### config.mk
export PLATFORM = sky130hd
export DESIGN_NAME = pixel_coord_scanner
export DESIGN_NICKNAME = d
export VERILOG_FILES = /design/src/rtl/pixel_coord_scanner.sv
export SDC_FILE = /design/constraint.sdc
export NUM_CORES = 1
export LEC_CHECK = 0
export ABC_AREA = 0
export BUFFER_PORTS_ARGS = -buffer_cell sky130_fd_sc_hd__buf_2
export CELL_PAD_IN_SITES_DETAIL_PLACEMENT = 0
export CELL_PAD_IN_SITES_GLOBAL_PLACEMENT = 2
export CORE_UTILIZATION = 35
export CTS_BUF_LIST = sky130_fd_sc_hd__clkbuf_2
export CTS_CLUSTER_SIZE = 30
export DETAILED_ROUTE_END_ITERATION = 8
export PLACE_DENSITY_LB_ADDON = 0.1
export SYNTH_ARGS = -nofsm -noshare
export SYNTH_HDL_FRONTEND = slang
export SYNTH_SLANG_ARGS = --single-unit
### constraint.sdc
create_clock -name my_clock -period 2.3 [get_ports my_clock]
set_input_delay 0.115 -clock my_clock [delete_from_list [all_inputs] [get_ports my_clock]]
set_output_delay 0.115 -clock my_clock [all_outputs]
set_load 0.02 [all_outputs]
### src/rtl/pixel_coord_scanner.sv
// Converts the OLED driver's linear pixel index into (x, y) coordinates.
// Sequential indices are tracked with counters. A jump to a new index is
// resolved with a one-subtract-per-cycle divider. The result is then mirrored
// and scrolled with wrap-around in a registered output stage.
module pixel_coord_scanner #(
    parameter int WIDTH  = 96,
    parameter int HEIGHT = 64,
    parameter int IDX_W  = 13,
    parameter int CW     = 7
) (
    input  logic             my_clock,
    input  logic             rst_n,
    input  logic [IDX_W-1:0] pixel_index,
    input  logic [CW-1:0]    offset_x,
    input  logic [CW-1:0]    offset_y,
    input  logic             mirror_x,
    output logic [CW-1:0]    x,
    output logic [CW-1:0]    y,
    output logic             coord_valid,
    output logic             resync_busy
);

    localparam logic [0:0] TRACK  = 1'b0;
    localparam logic [0:0] RESYNC = 1'b1;

    localparam logic [IDX_W-1:0] LAST  = IDX_W'(WIDTH * HEIGHT - 1);
    localparam logic [IDX_W-1:0] W_IDX = IDX_W'(WIDTH);
    localparam logic [CW-1:0]    W_MAX = CW'(WIDTH - 1);
    localparam logic [CW-1:0]    H_MAX = CW'(HEIGHT - 1);
    localparam logic [CW:0]      W_EXT = (CW + 1)'(WIDTH);
    localparam logic [CW:0]      H_EXT = (CW + 1)'(HEIGHT);

    logic [0:0]       state;
    logic [CW-1:0]    raw_x;
    logic [CW-1:0]    raw_y;
    logic [IDX_W-1:0] idx_q;
    logic             valid_raw;
    logic [IDX_W-1:0] target;
    logic [IDX_W-1:0] rem;
    logic [CW-1:0]    quo;

    logic [CW-1:0] ox_sat;
    logic [CW-1:0] oy_sat;
    logic [CW-1:0] mx;
    logic [CW:0]   sum_x;
    logic [CW:0]   sum_y;
    logic [CW-1:0] x_next;
    logic [CW-1:0] y_next;

    assign resync_busy = (state == RESYNC);

    // Index tracker: step the counters on +1, otherwise divide by repeated subtraction.
    always_ff @(posedge my_clock or negedge rst_n) begin
        if (!rst_n) begin
            state     <= TRACK;
            raw_x     <= '0;
            raw_y     <= '0;
            idx_q     <= '0;
            valid_raw <= 1'b0;
            target    <= '0;
            rem       <= '0;
            quo       <= '0;
        end else begin
            case (state)
                TRACK: begin
                    if (pixel_index > LAST) begin
                        valid_raw <= 1'b0;
                    end else if (pixel_index == idx_q) begin
                        valid_raw <= 1'b1;
                    end else if (pixel_index == '0) begin
                        raw_x     <= '0;
                        raw_y     <= '0;
                        idx_q     <= '0;
                        valid_raw <= 1'b1;
                    end else if (pixel_index == idx_q + IDX_W'(1)) begin
                        if (raw_x == W_MAX) begin
                            raw_x <= '0;
                            raw_y <= raw_y + CW'(1);
                        end else begin
                            raw_x <= raw_x + CW'(1);
                        end
                        idx_q     <= pixel_index;
                        valid_raw <= 1'b1;
                    end else begin
                        target    <= pixel_index;
                        rem       <= pixel_index;
                        quo       <= '0;
                        valid_raw <= 1'b0;
                        state     <= RESYNC;
                    end
                end
                RESYNC: begin
                    if (rem >= W_IDX) begin
                        rem <= rem - W_IDX;
                        quo <= quo + CW'(1);
                    end else begin
                        raw_x     <= CW'(rem);
                        raw_y     <= quo;
                        idx_q     <= target;
                        valid_raw <= 1'b1;
                        state     <= TRACK;
                    end
                end
                default: state <= TRACK;
            endcase
        end
    end

    // Mirror and scroll. An out-of-range offset clamps to the last column or row.
    assign ox_sat = ({1'b0, offset_x} >= W_EXT) ? W_MAX : offset_x;
    assign oy_sat = ({1'b0, offset_y} >= H_EXT) ? H_MAX : offset_y;
    assign mx     = mirror_x ? (W_MAX - raw_x) : raw_x;
    assign sum_x  = {1'b0, mx} + {1'b0, ox_sat};
    assign sum_y  = {1'b0, raw_y} + {1'b0, oy_sat};
    assign x_next = (sum_x >= W_EXT) ? CW'(sum_x - W_EXT) : CW'(sum_x);
    assign y_next = (sum_y >= H_EXT) ? CW'(sum_y - H_EXT) : CW'(sum_y);

    // Output register. x and y keep their last values while the coordinate is invalid.
    always_ff @(posedge my_clock or negedge rst_n) begin
        if (!rst_n) begin
            x           <= '0;
            y           <= '0;
            coord_valid <= 1'b0;
        end else begin
            coord_valid <= valid_raw;
            if (valid_raw) begin
                x <= x_next;
                y <= y_next;
            end
        end
    end

endmodule

* After elaboration in Yosys (flattened, before gate mapping)
Cells that the tools add are included.
Cells by class: add/sub/neg operators 10, $lt $le $gt $ge 6, eq/ne operators 11, multiplexer cells 49, bitwise operators 5, reductions and logical operators 5
Operators with widths (number):
- two-way mux 7 bit | 22
- two-way mux 13 bit | 10
- one-hot mux 13 bit (2 select lines) | 2
- one-hot mux 7 bit (2 select lines) | 3
- == test 13 bit | 2
- adder 7 x 1 -> 7 bit, second input constant | 3
- adder 7 x 7 -> 8 bit | 2
- >= comparator 8 x 7 -> 1 bit, second input constant | 2
- AND reduction 5 bit | 3
- >= comparator 7 bit, second input constant | 2
- subtractor 7 bit, second input constant | 2
- adder 13 x 1 -> 13 bit, second input constant | 1
- >= comparator 13 x 7 -> 1 bit, second input constant | 1
- > comparator 13 bit, second input constant | 1
- logical NOT 13 bit | 1
- subtractor 13 x 7 -> 13 bit, second input constant | 1
- two-way mux 1 bit | 10
- inequality test 2 bit, second input constant | 5
- == test 7 bit, second input constant | 1
- subtractor 7 bit, first input constant | 1
- inequality test 3 bit, second input constant | 2
- inverter 1 bit | 5
- one-hot mux 1 bit (2 select lines) | 2
- AND reduction 4 bit | 1
- inequality test 2 x 1 -> 1 bit, second input constant | 1
Word-level totals: bits in registers 77, input bits 30, output and inout bits 16, logic and storage cells 97

* Logic depth before layout (Yosys ltp)
depth in word-level cells 7, depth in mapped cells 12, mapped depth without buffers 12

* Least setup slack after synthesis
OpenSTA, ideal clock, no wires.
path kind register -> register, from reg idx_q[1], to reg idx_q[10], library setup time 0.127 ns, arrival time 2.409 ns, required time 2.173 ns, path slack -0.237 ns, cell stages (with the launch flop) 10, path buffers 1, period minus slack after synthesis 2.537 ns, cells stage by stage dfrtp_1 -> ha_1 -> and3_1 -> and4_4 -> nor2_2 -> a2111oi_4 -> a21oi_4 -> nor2_4 -> buf_6 -> mux2_1
On the way: cells in the longest elaborated chain, start to end 4, elaborated cells between the ends (all ways) 6, those cells by class add/sub: 1; eq/ne: 4; reduce/logical: 1
Ends and longest elaborated chain:
- start, declared | RTL line 36 | logic [IDX_W-1:0] idx_q;
- start signal, assigned | RTL line 82 | idx_q <= pixel_index;
- start signal, assigned | RTL line 99 | idx_q <= target;
- adder 13 x 1 -> 13 bit | RTL line 75 | end else if (pixel_index == idx_q + IDX_W'(1)) begin
- == test 13 bit | RTL line 75
- inequality test 3 bit (no source line)
- AND reduction 4 bit (no source line) (*)
Every way passes the cells marked *; elsewhere a longest branch is shown, timed or not. A chain may end at the register's enable or synchronous reset.

* Final worst setup path
from reg idx_q[0], to reg idx_q[7]
The elaborated chain is that of the path after synthesis.

==> impl_metrics.csv <==
group,metric,value,unit
timing,rsz0062_at_grt,"true",
logic_synthesis,ys_warn_count,0,
timing,fmax,409,MHz
logic_synthesis,synthArstFlopShare,100,%
cells_and_area,final_area,0.00691,mm^2
die,ioPinCount,46,
critical_path,critPathArrivalTime,2.92,ns
place,routabilityCongestion,0.789,
clock_tree,root_buffer,"clkbuf_2",
timing,period_share,106,%
cells_and_area,syn2layout_area_growth,38.6,%
drt,drc,0,
logic_synthesis,ys.flop_type,"dfrtp_1",
status,violations,"negative setup slack",
place,dp_hpwl,10300,um
logic_synthesis,synth_area,0.00498,mm^2
drt,routed_wl,14600,um
critical_path,worstPathCellList,"ha_4 -> xor2_1 -> nor2_1 -> o221ai_2 -> a2111oi_4 -> buf_4 -> a21oi_4 -> nor2_4 -> buf_12 -> mux2_4",
die,core,0.0139,mm^2
grt,track_usage,20.5,%
drt,wire_per_inst,17.1,um
timing,drv_slew,0,
critical_path,timing.critical_path.buf_inv,2,
timing,relSlewSlack,63.1,%
clock_tree,clkTransAtPathRegs,0.23,ns
critical_path,crit_slowest_cell,"dfrtp_1",
die,rows,43,
cells_and_area,final_nets,720,
clock_tree,clockBufferDepth,2,
timing,tightest_slew,0.546,ns
cells_and_area,diodes,0,
cells_and_area,drive_gt1_share,39.1,%
clock_tree,clk_latency,0.58,ns
die,start_util,35.9,%
timing,layout_setup_ws,-0.148,ns
power,ir_worst_vdd,0.559,mV
worst_hold_path,hold_path_class,"primary input to register",
critical_path,cp_slowest_stage_delay,0.46,ns
critical_path,cp.required,2.78,ns
timing,skew,0.0275,ns
cells_and_area,final_common_cell,"buf_4",
worst_hold_path,hp-start,"offset_y[5]",
critical_path,worstSetupStartpointType,"register",
critical_path,cpLargestDelayFamily,"compound AO/OA/AOI/OAI gates",
grt,first_global_vias,4501,
critical_path,end_kind,"register",
critical_path,cp_max_fo,5,
die,die-height,121,um
place,place_area,0.00600,mm^2
logic_synthesis,syn_inst,525,
timing,finalSetupViolations,43,
timing,hold_viol_final,0,
die,die_w,121,um
clock_tree,cts_buffers,9,
place,place_ws,-0.104,ns
drt,viasPerCell,5.32,
place,io_buffer_count,45,
logic_synthesis,ys_types,77,
drt,drt_iter0_markers,145,
timing,fin_hold_ws,0.0778,ns
critical_path,crit_type,"register to register",
cells_and_area,layout_common_cells,"buf_4, dfrtp_1, nand2_1, buf_2, a21oi_1",
cells_and_area,utilization,49.8,%
logic_synthesis,synth_edf_count,0,
clock_tree,htree_levels,3,
clock_tree,cts_sinks,77,
power,p_leak,3.07,nW
power,finalPower,9.12,mW
grt,overflow,0,
power,powerDensity,1320,mW/mm^2
grt,grt_max_degree,50,
logic_synthesis,synth.net_count,577,
drt,vias,4534,
status,outcome,"complete, but fails checks",
timing,fin_crit,2.45,ns
drt,drt.antenna.violating_nets,0,
critical_path,crit_start,"idx_q[0]$_DFFE_PN0P_",
logic_synthesis,synth-seq-cells,77,
clock_tree,cts_tree,"built",
run,max-cap-violations,0,
die,die_area,0.0147,mm^2
grt,antenna_found_initial,0,
critical_path,reg2reg_from,"idx_q[0]$_DFFE_PN0P_",
logic_synthesis,ys_seq_area_share,38.7,%
logic_synthesis,synth_area_per_cell,9.49,um^2
drt,drtPass1Iterations,4,
grt,grt_pass1_wl,23100,um
final timing paths:
kind	cells past startpoint	slack (ns)	end
min reg2reg	1	0.50	x[4]$_DFFE_PN0P_
max in group asynchronous	4	1.44	target[6]$_DFFE_PN0P_
max	10	-0.15	idx_q[7]$_DFFE_PN0P_
min in group asynchronous	4	0.56	idx_q[6]$_DFFE_PN0P_
max reg2reg	10	-0.15	idx_q[7]$_DFFE_PN0P_
min	5	0.08	y[6]$_DFFE_PN0P_
registers in the layout, indices dropped and copies added, names as in the netlist:
register	count
resync_busy	1
raw_y	7
idx_q	13
target	13
raw_x	7
y	7
quo	7
valid_raw	1
x	7
coord_valid	1
rem	13
layout make-up:
cell class              count  area (um^2)
flip-flops and latches     77         1930
clock inverters             5         27.5
well taps                 180          225
multi-input cells         406         3340
repair buffers            157         1260
fillers                  1304         6970
inverters                  17         63.8
clock buffers              11         55.1
power breakdown:
| part | switching (mW) | internal (mW) | total (mW) |
|---|---|---|---|
| Combinational | 2.87 | 3.00 | 5.87 |
| Sequential | 0.569 | 2.01 | 2.58 |
| Clock | 0.517 | 0.144 | 0.660 |
synthesized netlist by cell type, types with 8 or more instances:
master | number | area, um^2
mux2_2 | 27 | 304
nand2_1 | 49 | 184
xnor2_1 | 19 | 166
nand3_1 | 14 | 70.1
nor2_1 | 23 | 86.3
a2bb2oi_1 | 12 | 105
a21oi_1 | 32 | 160
o21ai_0 | 46 | 230
nor3_1 | 17 | 85.1
nand2b_1 | 9 | 56.3
xor2_1 | 12 | 105
ha_1 | 20 | 250
inv_1 | 16 | 60.1
dfrtp_1 | 77 | 1930
clkbuf_1 | 15 | 56.3
and3_1 | 8 | 50.1
worst register-to-register path: cells and delay by family, from the launching register on:
kind,cells,cell delay [ns]
AOI/OAI and AO/OA,3,0.56
DFF,1,0.46
buffers and inverters,2,0.35
muxes,1,0.30
and+or+nand+nor,2,0.28
adders and majority gates,1,0.25
xor gates and xnor gates,1,0.14
per-stage QoR:
stage	setup TNS, ns	instances
after floorplan	-1.20	525
after global placement	-1.66	803
after detailed placement	-1.41	803
after CTS	-2.00	842
after global routing	-8.36	853
final	-2.80	853
what timing repair did:
action	CTS	global route
hold endpoints to repair	110	0
setup buffers	5	9
pin swaps	17	18
resized for setup	33	83
endpoints found under the setup margin	48	64
cloned	0	2
hold buffers	19	0
cells by family (layout without fill, tap and decap cells):
family / Yosys count / in the layout / synth area share [%]
simple gates: 164 / 164 / 17.0
compound gates: 154 / 154 / 21.1
flops: 77 / 77 / 38.7
buf+inv: 42 / 190 / 3.99
mux: 33 / 33 / 7.38
xor+xnor: 32 / 32 / 5.92
fa+ha+maj: 22 / 22 / 5.82
other cells: 1 / 1 / 0.0752
layer usage:
metal / wire length (um) / vias up / track usage (%) / part of all wire [%]
li1: - / 2215 / - / -
met1: 6680 / 2213 / 26.1 / 46
met2: 7220 / 87 / 34.9 / 49
met3: 456 / 19 / 3.15 / 3.1
met4: 237 / 0 / 7.72 / 1.6
met5: 0 / - / 0 / 0
(Power assumes the default switching activity.)
